**src/rtl/pwm_generator_pkg.sv**
```systemverilog
// Shared definitions for the PWM output stage: FSM encodings, default width
// and the output level helper.
package pwm_generator_pkg;

  localparam int PWM_DEFAULT_WIDTH = 16;

  typedef enum logic [1:0] {
    PWM_IDLE  = 2'd0,
    PWM_RUN   = 2'd1,
    PWM_DRAIN = 2'd2
  } pwm_state_e;

  // Output pin level for a given activity and polarity (pol=1 means active-low).
  function automatic logic pwm_level(input logic active, input logic pol);
    return active ? ~pol : pol;
  endfunction

endpackage

```
**src/rtl/pwm_shadow_reg.sv**
```systemverilog
// Staging/shadow register pair for period, duty and polarity. A load lands in
// staging; staging moves to shadow only when the top grants apply_ok.
module pwm_shadow_reg #(
  parameter int WIDTH = 16
) (
  input  logic             clk,
  input  logic             rst,
  input  logic             load,
  input  logic             apply_ok,
  input  logic [WIDTH-1:0] new_period,
  input  logic [WIDTH-1:0] new_duty,
  input  logic             new_pol,
  output logic             apply,
  output logic [WIDTH-1:0] cur_period,
  output logic [WIDTH-1:0] eff_period,
  output logic [WIDTH-1:0] eff_duty,
  output logic             eff_pol
);

  logic [WIDTH-1:0] stg_period;
  logic [WIDTH-1:0] stg_duty;
  logic             stg_pol;
  logic [WIDTH-1:0] shd_period;
  logic [WIDTH-1:0] shd_duty;
  logic             shd_pol;
  logic             pending;

  // Only a load registered before this cycle can be applied now; a load in the
  // apply cycle itself refills staging and keeps pending for the next window.
  assign apply = pending & apply_ok;

  always_ff @(posedge clk or posedge rst) begin
    if (rst) begin
      stg_period <= '0;
      stg_duty   <= '0;
      stg_pol    <= 1'b0;
      shd_period <= '0;
      shd_duty   <= '0;
      shd_pol    <= 1'b0;
      pending    <= 1'b0;
    end else begin
      if (load) begin
        stg_period <= new_period;
        stg_duty   <= new_duty;
        stg_pol    <= new_pol;
      end
      if (apply) begin
        shd_period <= stg_period;
        shd_duty   <= stg_duty;
        shd_pol    <= stg_pol;
      end
      if (load)
        pending <= 1'b1;
      else if (apply)
        pending <= 1'b0;
    end
  end

  // Values that will be in force next cycle, so output flops see fresh settings at cnt=0.
  assign cur_period = shd_period;
  assign eff_period = apply ? stg_period : shd_period;
  assign eff_duty   = apply ? stg_duty   : shd_duty;
  assign eff_pol    = apply ? stg_pol    : shd_pol;

endmodule

```
**src/rtl/pwm_generator.sv**
```systemverilog
// PWM output stage: run/drain FSM, period counter and registered outputs.
// New settings only take effect at a period boundary so the pin never glitches.
module pwm_generator
  import pwm_generator_pkg::*;
#(
  parameter int WIDTH = PWM_DEFAULT_WIDTH
) (
  input  logic             i_clk,
  input  logic             i_rst,
  input  logic             i_en,
  input  logic             i_load,
  input  logic [WIDTH-1:0] i_period,
  input  logic [WIDTH-1:0] i_duty,
  input  logic             i_polarity,
  output logic             o_pwm,
  output logic             o_period_end,
  output logic             o_load_ack,
  output logic             o_busy
);

  pwm_state_e       state;
  pwm_state_e       state_nxt;
  logic [WIDTH-1:0] cnt;
  logic [WIDTH-1:0] cnt_nxt;
  logic [WIDTH-1:0] cur_period;
  logic [WIDTH-1:0] eff_period;
  logic [WIDTH-1:0] eff_duty;
  logic             eff_pol;
  logic             apply;
  logic             apply_ok;
  logic             running;
  logic             boundary;
  logic             pwm_nxt;
  logic             pe_nxt;

  assign running  = (state != PWM_IDLE);
  assign boundary = running && (cur_period != '0) && (cnt == cur_period - WIDTH'(1));
  assign apply_ok = !running || boundary;

  pwm_shadow_reg #(
    .WIDTH(WIDTH)
  ) u_shadow (
    .clk        (i_clk),
    .rst        (i_rst),
    .load       (i_load),
    .apply_ok   (apply_ok),
    .new_period (i_period),
    .new_duty   (i_duty),
    .new_pol    (i_polarity),
    .apply      (apply),
    .cur_period (cur_period),
    .eff_period (eff_period),
    .eff_duty   (eff_duty),
    .eff_pol    (eff_pol)
  );

  always_comb begin
    state_nxt = state;
    case (state)
      PWM_IDLE: begin
        if (i_en && (eff_period != '0))
          state_nxt = PWM_RUN;
      end
      PWM_RUN, PWM_DRAIN: begin
        if (boundary && (eff_period == '0))
          state_nxt = PWM_IDLE;
        else if (i_en)
          state_nxt = PWM_RUN;
        else if (boundary)
          state_nxt = PWM_IDLE;
        else
          state_nxt = PWM_DRAIN;
      end
      default: state_nxt = PWM_IDLE;
    endcase
  end

  // Outputs are computed from the next count so the flops line up with cnt.
  always_comb begin
    cnt_nxt = '0;
    pwm_nxt = eff_pol;
    pe_nxt  = 1'b0;
    if (state_nxt != PWM_IDLE) begin
      if (running && !boundary)
        cnt_nxt = cnt + WIDTH'(1);
      pwm_nxt = pwm_level(cnt_nxt < eff_duty, eff_pol);
      pe_nxt  = (cnt_nxt == eff_period - WIDTH'(1));
    end
  end

  always_ff @(posedge i_clk or posedge i_rst) begin
    if (i_rst) begin
      state        <= PWM_IDLE;
      cnt          <= '0;
      o_pwm        <= 1'b0;
      o_period_end <= 1'b0;
    end else begin
      state        <= state_nxt;
      cnt          <= cnt_nxt;
      o_pwm        <= pwm_nxt;
      o_period_end <= pe_nxt;
    end
  end

  assign o_busy     = running;
  assign o_load_ack = apply;

endmodule

```
**config.mk**
```make
export PLATFORM = sky130hd
export DESIGN_NAME = pwm_generator
export DESIGN_NICKNAME = d
export VERILOG_FILES = /design/src/rtl/pwm_generator_pkg.sv /design/src/rtl/pwm_shadow_reg.sv /design/src/rtl/pwm_generator.sv
export SDC_FILE = /design/constraint.sdc
export NUM_CORES = 1
export LEC_CHECK = 0
export ABC_AREA = 1
export CORE_MARGIN = 2
export CORE_UTILIZATION = 40
export DETAILED_ROUTE_END_ITERATION = 8
export SLEW_MARGIN = 25
export SYNTH_ARGS = -nofsm -noshare
export SYNTH_HDL_FRONTEND = slang
export SYNTH_HIERARCHICAL = 1
export SYNTH_SLANG_ARGS = --single-unit
```
**constraint.sdc**
```tcl
create_clock -name i_clk -period 7.2 [get_ports i_clk]
set_input_delay 1.44 -clock i_clk [delete_from_list [all_inputs] [get_ports i_clk]]
set_output_delay 1.44 -clock i_clk [all_outputs]
set_load 0.005 [all_outputs]
```
# == After elaboration in Yosys (flattened, before gate mapping) ==
# Index checks and enable logic that the tools add are counted.
# classes
n_addsub,3
n_lt_le_gt_ge,1
eq_ne,4
mux,16
n_bitwise,2
reduce_logical,16
# ops
op,n
16-bit 2-to-1 mux,5
16-bit equality test,2
16-bit nonzero test,2
16-bit by 1-bit subtractor with 16-bit output (second input constant),2
16-bit by 1-bit adder with 16-bit output (second input constant),1
16-bit logical NOT,1
16-bit less-than comparator,1
2-bit 2-to-1 mux,4
1-bit 2-to-1 mux,6
2-bit nonzero test,3
1-bit logical AND,5
2-bit one-hot mux with 2 select lines,1
2-bit by 1-bit equality test with 1-bit output (second input constant),1
2-bit equality test (second input constant),1
1-bit logical NOT,2
2-bit logical NOT,1
2-bit OR reduction,1
1-bit bitwise AND,1
1-bit logical OR,1
1-bit NOT,1
# totals
ff_bits,87
input_bits,37
output_inout_bits,4
wordCells,53

# == Depth between registers and ports, before layout ==
# Gate-level depths: netlist of the first run.
# depth
ltp_word,15
ltp_mapped,37
ltp_nobuf,35

# == Cells and area by module ==
# Netlist of the first run, hierarchy kept.
# modules_own_cells
mod,instances,cells_each,area_per_inst_um2,seq_area_each_um2
pwm_generator,1,426,2798.9,500.5
pwm_shadow_reg,1,289,2690.1,1676.6

# == Worst setup path after synthesis of the first run ==
# OpenSTA, ideal clock, no wires.
# synth_timing
path_type,reg-to-reg
startpoint,"register u_shadow.shd_period[0], in the netlist u_shadow/cur_period[0]"
endpoint,register o_pwm
setup_ns,0.113
arrival_time_ns,3.748
required_ns,7.087
setup_slack_ns,3.339
stages_incl_launch_ff,36
n_path_buf,2
period_less_slack_ns,3.861
cell_sequence,dfrtp_1 inv_2 ha_1 nand2_1 nand2_1 nor2_1 nand2_1 nor2_1 nand2_1 nor2_1 nand2_1 nor2_2 nand3_4 nand2_8 buf_6 nand2_8 buf_6 nand2_1 nand2_1 inv_1 ha_1 nand2_1 nor3_2 nand3_1 nor3_2 nand2_1 a21oi_1 o22ai_1 nand2_1 inv_1 nor2_4 nor2_1 nand2_1 nand2_1 nand2_1 inv_1
# synth_via
elab_chain_cells,12
word_cells_on_any_way,28
cone_classes,add/sub: 1; order compare: 1; eq/ne: 1; mux: 12; bitwise: 2; reduce/logical: 11
# synth_rtl
item,line,source
from (decl),pwm_shadow_reg.sv:23,logic [WIDTH-1:0] shd_period;
from (signal assigned),pwm_shadow_reg.sv:48,shd_period <= stg_period;
16-bit by 1-bit subtractor with 16-bit output / 16-bit nonzero test (equally long branches),pwm_generator.sv:37,assign boundary = running && (cur_period != '0) && (cnt == cur_period - WIDTH'(1));
16-bit equality test / 1-bit logical AND (equally long branches),pwm_generator.sv:37,
1-bit logical AND (*),pwm_generator.sv:37,
1-bit logical OR (*),pwm_generator.sv:38,assign apply_ok = !running || boundary;
net apply_ok,pwm_generator.sv:30,logic apply_ok;
1-bit bitwise AND (*),pwm_shadow_reg.sv:30,assign apply = pending & apply_ok;
16-bit 2-to-1 mux (*),pwm_shadow_reg.sv:61,assign eff_period = apply ? stg_period : shd_period;
net eff_period[0],pwm_generator.sv:26,logic [WIDTH-1:0] eff_period;
16-bit logical NOT / 16-bit nonzero test (equally long branches),"pwm_generator.sv:65, pwm_generator.sv:61",
"1-bit logical AND, on equally long branches","pwm_generator.sv:65, pwm_generator.sv:61",
"2-bit 2-to-1 mux, on equally long branches","pwm_generator.sv:65, pwm_generator.sv:61",
2-bit one-hot mux with 2 select lines (*),pwm_generator.sv:59,case (state)
net state_nxt[0],pwm_generator.sv:22,pwm_state_e state_nxt;
2-bit nonzero test (*),pwm_generator.sv:83,if (state_nxt != PWM_IDLE) begin
1-bit 2-to-1 mux (*),pwm_generator.sv:83,
net pwm_nxt,pwm_generator.sv:33,logic pwm_nxt;
to (signal assigned),pwm_generator.sv:100,o_pwm <= pwm_nxt;
to (decl),pwm_generator.sv:15,"output logic o_pwm,"
# Mark *: on every way through the listed nets, which the timed path passes. The rest lies on a longest branch. The select of a mux whose other input is x is not followed.
# A chain may end at the register's enable or synchronous reset.

# == Worst setup path in the final report of the first run ==
# Ends and elaborated chain as after synthesis.

==> qor.txt, run 1 <==
Sum of negative setup slack: 0 ps
Power Density: 382 mW/mm2
FF-to-FF setup slack: 2490 ps
Critical path endpoint category: flop
Cell internal power dissipation: 1.30 mW
Routed length per placed instance: 13.5 um
Number of buffers on the longest clock path: 2
Nets: 807
Highest routed metal layer: met4
Net Sw Power: 1.08 mW
Worst Clk Skew: 6.54 ps
Yosys warns: 6
R2r endpoint: o_pwm$_DFF_PP0_
Mapped cell area: 0.00549 mm2
Inserted Clock Buffers: 9
Total detailed-routing wirelength: 12600 um
Average cell area after synthesis: 7.68 um2
Clock-pin slew of the registers on the worst-case setup and hold paths: 60 ps
Maximum vdd drop: 0.195 mV
Result of the run: finished, final reports clean
Antenna violations before repair: 0
Clock tree from TritonCTS: done
Post-route worst hold slack: 470 ps
Worst reg2reg startpoint: u_shadow/cur_period[0]$_DFF_PP0_
Dominant cell type by count on the critical path: nand2_1
Number of global-route vias before repair: 4487
Horizontal die dimension: 121 um
Final cell utilization of the core: 0.468
Largest net degree at the start of global routing: 68
Final cycle utilization of the critical path: 0.653
Total met2 wirelength after detailed routing: 6010 um
Net switching share of the total power: 0.455
FF+latch count, synth: 87
Timing-limited maximum frequency: 213 MHz
Vias: 4474
Number of search-and-repair iterations in the first detailed-routing pass: 5
Final estimated routing congestion in global placement: 0.864
Layout cells sized above 1: 0.101
Area added between synthesis and finish: 13.7%
Number of DRC violations after detailed-routing iteration 0: 228
Met3 Routed Length: 387 um
Leakage power figure: 3.25 nW
Min Clock Period, post-route: 4710 ps
Reported max-cap violation count: 0
Register Area: 0.00218 mm2
Final count of negative-setup-slack endpoints: 0
Multi-input gate area in the final layout: 0.00282 mm2
Post-cts sizing count: 0
Detail Route Antenna Nets: 0
Port Buf Inserts: 40
Worst setup path class: flop to flop
Met1 wire length: 5950 um
Slowest cell on the critical path: dfrtp_1
Deepest level of the CTS H-tree: 3
Half-perimeter wire length after placement: 9730 um
Die footprint: 0.0147 mm2
Die height: 121 um
Fraction of power consumed by combinational cells: 0.514
# hold bufs at CTS: 0
Peak per-stage delay on the critical path: 420 ps
Post-CTS setup-driven buffer insertion count: 0
Number of nets produced by synthesis: 773
CP required: 7430 ps
Worst max-slew margin expressed relative to the limit: 0.433
Crit path DAT: 4940 ps
Via density per instance: 4.81
Endpoints failing hold: 0
Filler-free cell count of the finished design: 930
Global-route wire length before repair: 21500 um
Latest clock arrival within the worst-skew pair: 340 ps
Startpoint kind of the worst setup timing path: flop
Filler instances: 1362
Post-synthesis instance total: 715
Share of total power in sequential cells: 0.297
Total instance count after detailed placement: 914
R2r worst-path depth: 33
RSZ-0062 raised after global routing: false
Inserted Diodes: 0
Final global-route overflow total: 0
TritonCTS sink count: 87
Max FO, Critical Path: 42
Hold Crit Endpoint: u_shadow/shd_duty[12]$_DFF_PP0_
Proportion of power drawn by the clock network: 0.189
Buffer cell driving the clock tree root: clkbuf_16
Number of cells on the worst hold path: 2
Slew at the pin closest to its max-slew limit: 851 ps
FP Rows: 42
Starting density of the core: 0.411
Global routing usage summed across all routing layers: 0.186
Area of the core: 0.0133 mm2
Final count of pins violating max slew: 0
Worst hold path class: flop to flop
Num ports: 41
Unique masters post-synth: 40
DRC violation count after routing: 0
Register area share after synthesis: 0.397
Critical hold path startpoint: u_shadow/shd_duty[12]$_DFF_PP0_
==> Yosys cell counts, drive strengths merged <==
cell | number | area [um2]
nor3 | 7 | 55.1
a31oi | 1 | 6.26
nand4 | 5 | 31.3
o22ai | 1 | 6.26
nor3b | 2 | 15.0
o221ai | 1 | 8.76
or3 | 1 | 6.26
inv | 84 | 325
xor2 | 34 | 320
xnor2 | 12 | 105
nand2 | 270 | 1080
or2 | 3 | 26.3
nor2 | 76 | 340
a211oi | 2 | 15.0
o31ai | 1 | 7.51
a21oi | 7 | 35.0
nand3b | 3 | 22.5
nand3 | 68 | 405
buf | 19 | 171
dfrtp | 87 | 2180
ha | 21 | 263
o21ai | 7 | 35.0
o21bai | 1 | 7.51
nor4 | 2 | 27.5
==> how the worst max path moves through the flow <==
stage,to,slack (ps),from,cells after the start
3_3_place_gp,o_pwm$_DFF_PP0_,2680,u_shadow/cur_period[0]$_DFF_PP0_,33
4_1_cts,o_pwm$_DFF_PP0_,2500,u_shadow/cur_period[0]$_DFF_PP0_,33
3_5_place_dp,o_pwm$_DFF_PP0_,2520,u_shadow/cur_period[0]$_DFF_PP0_,33
6_report,o_pwm$_DFF_PP0_,2490,u_shadow/cur_period[0]$_DFF_PP0_,33
5_1_grt,o_pwm$_DFF_PP0_,1850,u_shadow/cur_period[0]$_DFF_PP0_,33
2_1_floorplan,o_pwm$_DFF_PP0_,3340,u_shadow/cur_period[0]$_DFF_PP0_,35
==> registers in the layout, indices dropped and copies added, names as in the netlist <==
register,flops
o_period_end,1
u_shadow/cur_period,16
o_pwm,1
u_shadow/stg_pol,1
cnt,16
state,2
u_shadow/stg_duty,16
u_shadow/stg_period,16
u_shadow/pending,1
u_shadow/shd_duty,16
u_shadow/shd_pol,1
==> critical path: cells and delay by family (launching register included) <==
kind                       cells  cell delay (ps)
AOI/OAI and AO/OA              2              240
adders and majority gates      2              520
buffers and inverters          4              310
DFF                            1              420
and+or+nand+nor               25             3080
==> final cells by class <==
cell class	instances	area share
Tap cell	176	0.0353
Sequential cell	87	0.349
Multi-Input combinational cell	525	0.451
Clock buffer	13	0.0449
Inverter	84	0.0521
Clock inverter	3	0.00240
Timing Repair Buffer	42	0.0657
==> cells in the final DEF (no fill, tap or decap), types with 3 or more instances in the layout <==
cell,synthesis,layout
xor2_1,31,31
or2_4,3,3
nand3_1,58,58
nand3_2,8,8
dfrtp_1,87,87
nor2_4,4,4
o21ai_0,5,5
xnor2_1,12,12
nand4_1,5,5
nand2_1,256,256
inv_2,5,6
clkbuf_8,0,4
nand3b_1,3,3
nor3_2,4,4
xor2_2,3,3
clkbuf_16,0,9
nor2_2,10,10
clkdlybuf4s50_1,0,39
nor3_1,3,3
nor2_1,62,62
inv_1,77,76
ha_1,21,21
nand2_2,12,12
a21oi_1,7,7
clkinv_2,0,3
==> power by group through the flow <==
stage / Combinational, mW / Sequential, mW / Clock, mW
after floorplan: 1.01 / 0.678 / 0
after global placement: 1.19 / 0.713 / 0
after detailed placement: 1.23 / 0.715 / 0
after CTS: 1.23 / 0.707 / 0.459
after global routing: 1.39 / 0.722 / 0.482
final: 1.22 / 0.708 / 0.450
==> metal layers <==
metal | global-route usage | vias up
li1 | - | 2281
met1 | 0.250 | 2107
met2 | 0.316 | 74
met3 | 0.0230 | 12
met4 | 0.0524 | 0
met5 | 0 | -
==> metrics by stage <==
step | total power [mW] | setup WS [ps] | cell area, um2
after CTS | 2.40 | 2500 | 6240
after global placement | 1.91 | 2680 | 5950
after global routing | 2.60 | 1850 | 6240
final | 2.38 | 2490 | 6240
after detailed placement | 1.94 | 2520 | 5950
after floorplan | 1.69 | 3340 | 5490
==> logic make-up after synthesis <==
group / share of synthesized area
XOR/XNOR: 0.0775
buffers and inverters: 0.0905
adder cells (fa/ha/maj): 0.0479
AND/OR/NAND/NOR: 0.365
flip-flops: 0.397
AO/OA/AOI/OAI: 0.0221
No activity file was read; power rests on OpenSTA's default activity.
==> run 2, diff against run 1 <==
- clock period: 7.2 -> 4.1 ns (I/O delays scaled with it)
==> qor.txt, run 2 (same netlist as run 1, synthesis figures left out) <==
Global routing usage summed across all routing layers: 0.189 (was 0.186)
R2r worst-path depth: 32 (was 33)
Most common cell after layout, fill and taps aside: nand2_1 (unchanged)
RSZ-0062 raised after global routing: true (was false)
Half-perimeter wire length after placement: 10400 um (was 9730 um)
Timing-limited maximum frequency: 259 MHz (was 213 MHz)
Final count of negative-setup-slack endpoints: 0 (unchanged)
Vias: 4579 (was 4474)
Result of the run: finished, final reports clean (unchanged)
FP Rows: 42 (unchanged)
Horizontal die dimension: 121 um (unchanged)
Layout cells sized above 1: 0.168 (was 0.101)
Number of buffers on the longest clock path: 2 (unchanged)
Buffer cell driving the clock tree root: clkbuf_16 (unchanged)
Worst hold path class: flop to flop (unchanged)
Post-route worst hold slack: 470 ps (about the same)
Die footprint: 0.0147 mm2 (unchanged)
Commonest cells after routing, fill and taps aside: nand2_1, dfrtp_1, inv_1, nand3_1, nor2_1 (was nand2_1, dfrtp_1, inv_1, nor2_1, nand3_1)
Number of DRC violations after detailed-routing iteration 0: 226 (was 228)
Clock-pin slew of the registers on the worst-case setup and hold paths: 60 ps (about the same)
DRC violation count after routing: 0 (unchanged)
FF-to-FF setup slack: 240 ps (was 2490 ps)
Largest net degree at the start of global routing: 42 (was 68)
Cell class contributing the biggest share of worst-path delay: simple AND/OR/NAND/NOR gates (unchanged)
Number of cells on the worst hold path: 2 (unchanged)
Final design area excluding fillers: 0.00662 mm2 (was 0.00624 mm2)
Inserted Clock Buffers: 9 (unchanged)
Nets: 831 (was 807)
# hold bufs at CTS: 0 (unchanged)
TritonCTS sink count: 87 (unchanged)
Clock tree from TritonCTS: done (unchanged)
Crit path DAT: 4100 ps (was 4940 ps)
Endpoints failing hold: 0 (unchanged)
Slew at the pin closest to its max-slew limit: 894 ps (was 851 ps)
Number of search-and-repair iterations in the first detailed-routing pass: 4 (was 5)
Slowest cell on the critical path: dfrtp_1 (unchanged)
Number of global-route vias before repair: 4545 (was 4487)
Antenna violations before repair: 0 (unchanged)
Number of buffer and inverter instances along the worst setup path: 5 (was 4)
Area added between synthesis and finish: 20.7% (was 13.7%)
Num ports: 41 (unchanged)
Min Clock Period, post-route: 3860 ps (was 4710 ps)
Global-route wire length before repair: 21800 um (was 21500 um)
Area of the core: 0.0133 mm2 (unchanged)
Hold Crit Endpoint: u_shadow/stg_period[4]$_DFFE_PP0P_ (was u_shadow/shd_duty[12]$_DFF_PP0_)
Port Buf Inserts: 40 (unchanged)
Post-Place Cell Area: 0.00604 mm2 (was 0.00595 mm2)
Final estimated routing congestion in global placement: 0.958 (was 0.864)
Dominant cell type by count on the critical path: nand2_1 (unchanged)
Critical path endpoint category: flop (unchanged)
Critical hold path startpoint: u_shadow/stg_period[4]$_DFFE_PP0P_ (was u_shadow/shd_duty[12]$_DFF_PP0_)
R2r endpoint: o_pwm$_DFF_PP0_ (unchanged)
Deepest level of the CTS H-tree: 3 (unchanged)
Via density per instance: 4.80 (was 4.81)
Reported max-cap violation count: 0 (unchanged)
Latest clock arrival within the worst-skew pair: 340 ps (about the same)
Starting density of the core: 0.411 (unchanged)
Worst reg2reg startpoint: u_shadow/cur_period[0]$_DFF_PP0_ (unchanged)
Startpoint kind of the worst setup timing path: flop (unchanged)
Leakage power figure: 3.39 nW (was 3.25 nW)
Worst setup path class: flop to flop (unchanged)
Worst Clk Skew: 5.78 ps (was 6.54 ps)
Power Density: 700 mW/mm2 (was 382 mW/mm2)
Detail Route Antenna Nets: 0 (unchanged)
Inserted Diodes: 0 (unchanged)
Final global-route overflow total: 0 (unchanged)
Total detailed-routing wirelength: 13300 um (was 12600 um)
CP required: 4340 ps (was 7430 ps)
Routed length per placed instance: 13.9 um (was 13.5 um)
Maximum vdd drop: 0.332 mV (was 0.195 mV)
Final count of pins violating max slew: 0 (unchanged)
Final cycle utilization of the critical path: 0.941 (was 0.653)
Peak per-stage delay on the critical path: 400 ps (was 420 ps)
Die height: 121 um (unchanged)
Max FO, Critical Path: 8 (was 42)
Worst max-slew margin expressed relative to the limit: 0.403 (was 0.433)
## run 2: worst max-delay path by stage
stage / start / slack (ps) / cells past startpoint / to
after floorplan: u_shadow/cur_period[0]$_DFF_PP0_ / 240 / 35 / o_pwm$_DFF_PP0_
final: u_shadow/cur_period[0]$_DFF_PP0_ / 240 / 32 / o_pwm$_DFF_PP0_
after detailed placement: u_shadow/cur_period[0]$_DFF_PP0_ / 60 / 30 / cnt[1]$_DFF_PP0_
after global placement: u_shadow/cur_period[0]$_DFF_PP0_ / 160 / 33 / o_pwm$_DFF_PP0_
after global routing: u_shadow/cur_period[0]$_DFF_PP0_ / -60 / 33 / o_pwm$_DFF_PP0_
after CTS: u_shadow/cur_period[0]$_DFF_PP0_ / 30 / 30 / cnt[1]$_DFF_PP0_
## run 2: repair_timing
| item | in CTS | in global routing |
|---|---|---|
| gates resized for setup | 0 | 45 |
| endpoints found under the setup margin | 0 | 18 |
| buffers inserted | 0 | 12 |
## run 2: tightest hold or removal path, delay by kind of cell, from the launching register on
family	cells	cell delay, ps
DFF	1	340
and+or+nand+nor	2	110
## run 2: area by class of cell
| class | count | area [um2] |
|---|---|---|
| clock inverters | 3 | 40.0 |
| clock buffers | 13 | 270 |
| inverters | 84 | 328 |
| multi-input cells | 525 | 2960 |
| repair buffers | 66 | 624 |
| flip-flops and latches | 87 | 2180 |
| fillers | 1326 | 6720 |
| well taps | 176 | 220 |
## run 2: report_power, final
part	total, mW	switching, mW	internal (mW)
sequential	1.25	0.188	1.06
clock	0.842	0.322	0.520
combinational	2.55	1.57	0.982
## run 2: metal layers
metal | part of all wire | global-route usage | vias up
met5 | 0 | 0 | -
met4 | 0.024 | 0.0668 | 0
met3 | 0.027 | 0.0240 | 22
met2 | 0.48 | 0.315 | 71
met1 | 0.47 | 0.252 | 2166
li1 | - | - | 2320
## run 2: metrics by stage
stage / total power [mW] / TNS, ps / setup slack (ps) / std cells / utilization
finish: 4.64 / 0 / 241 / 954 / 0.496
global route: 4.99 / -344 / -58.6 / 954 / 0.496
CTS: 4.35 / 0 / 32.1 / 942 / 0.476
detailed placement: 3.50 / 0 / 58.1 / 926 / 0.453
global placement: 3.45 / 0 / 159 / 926 / 0.453
floorplan: 2.97 / 0 / 239 / 715 / -
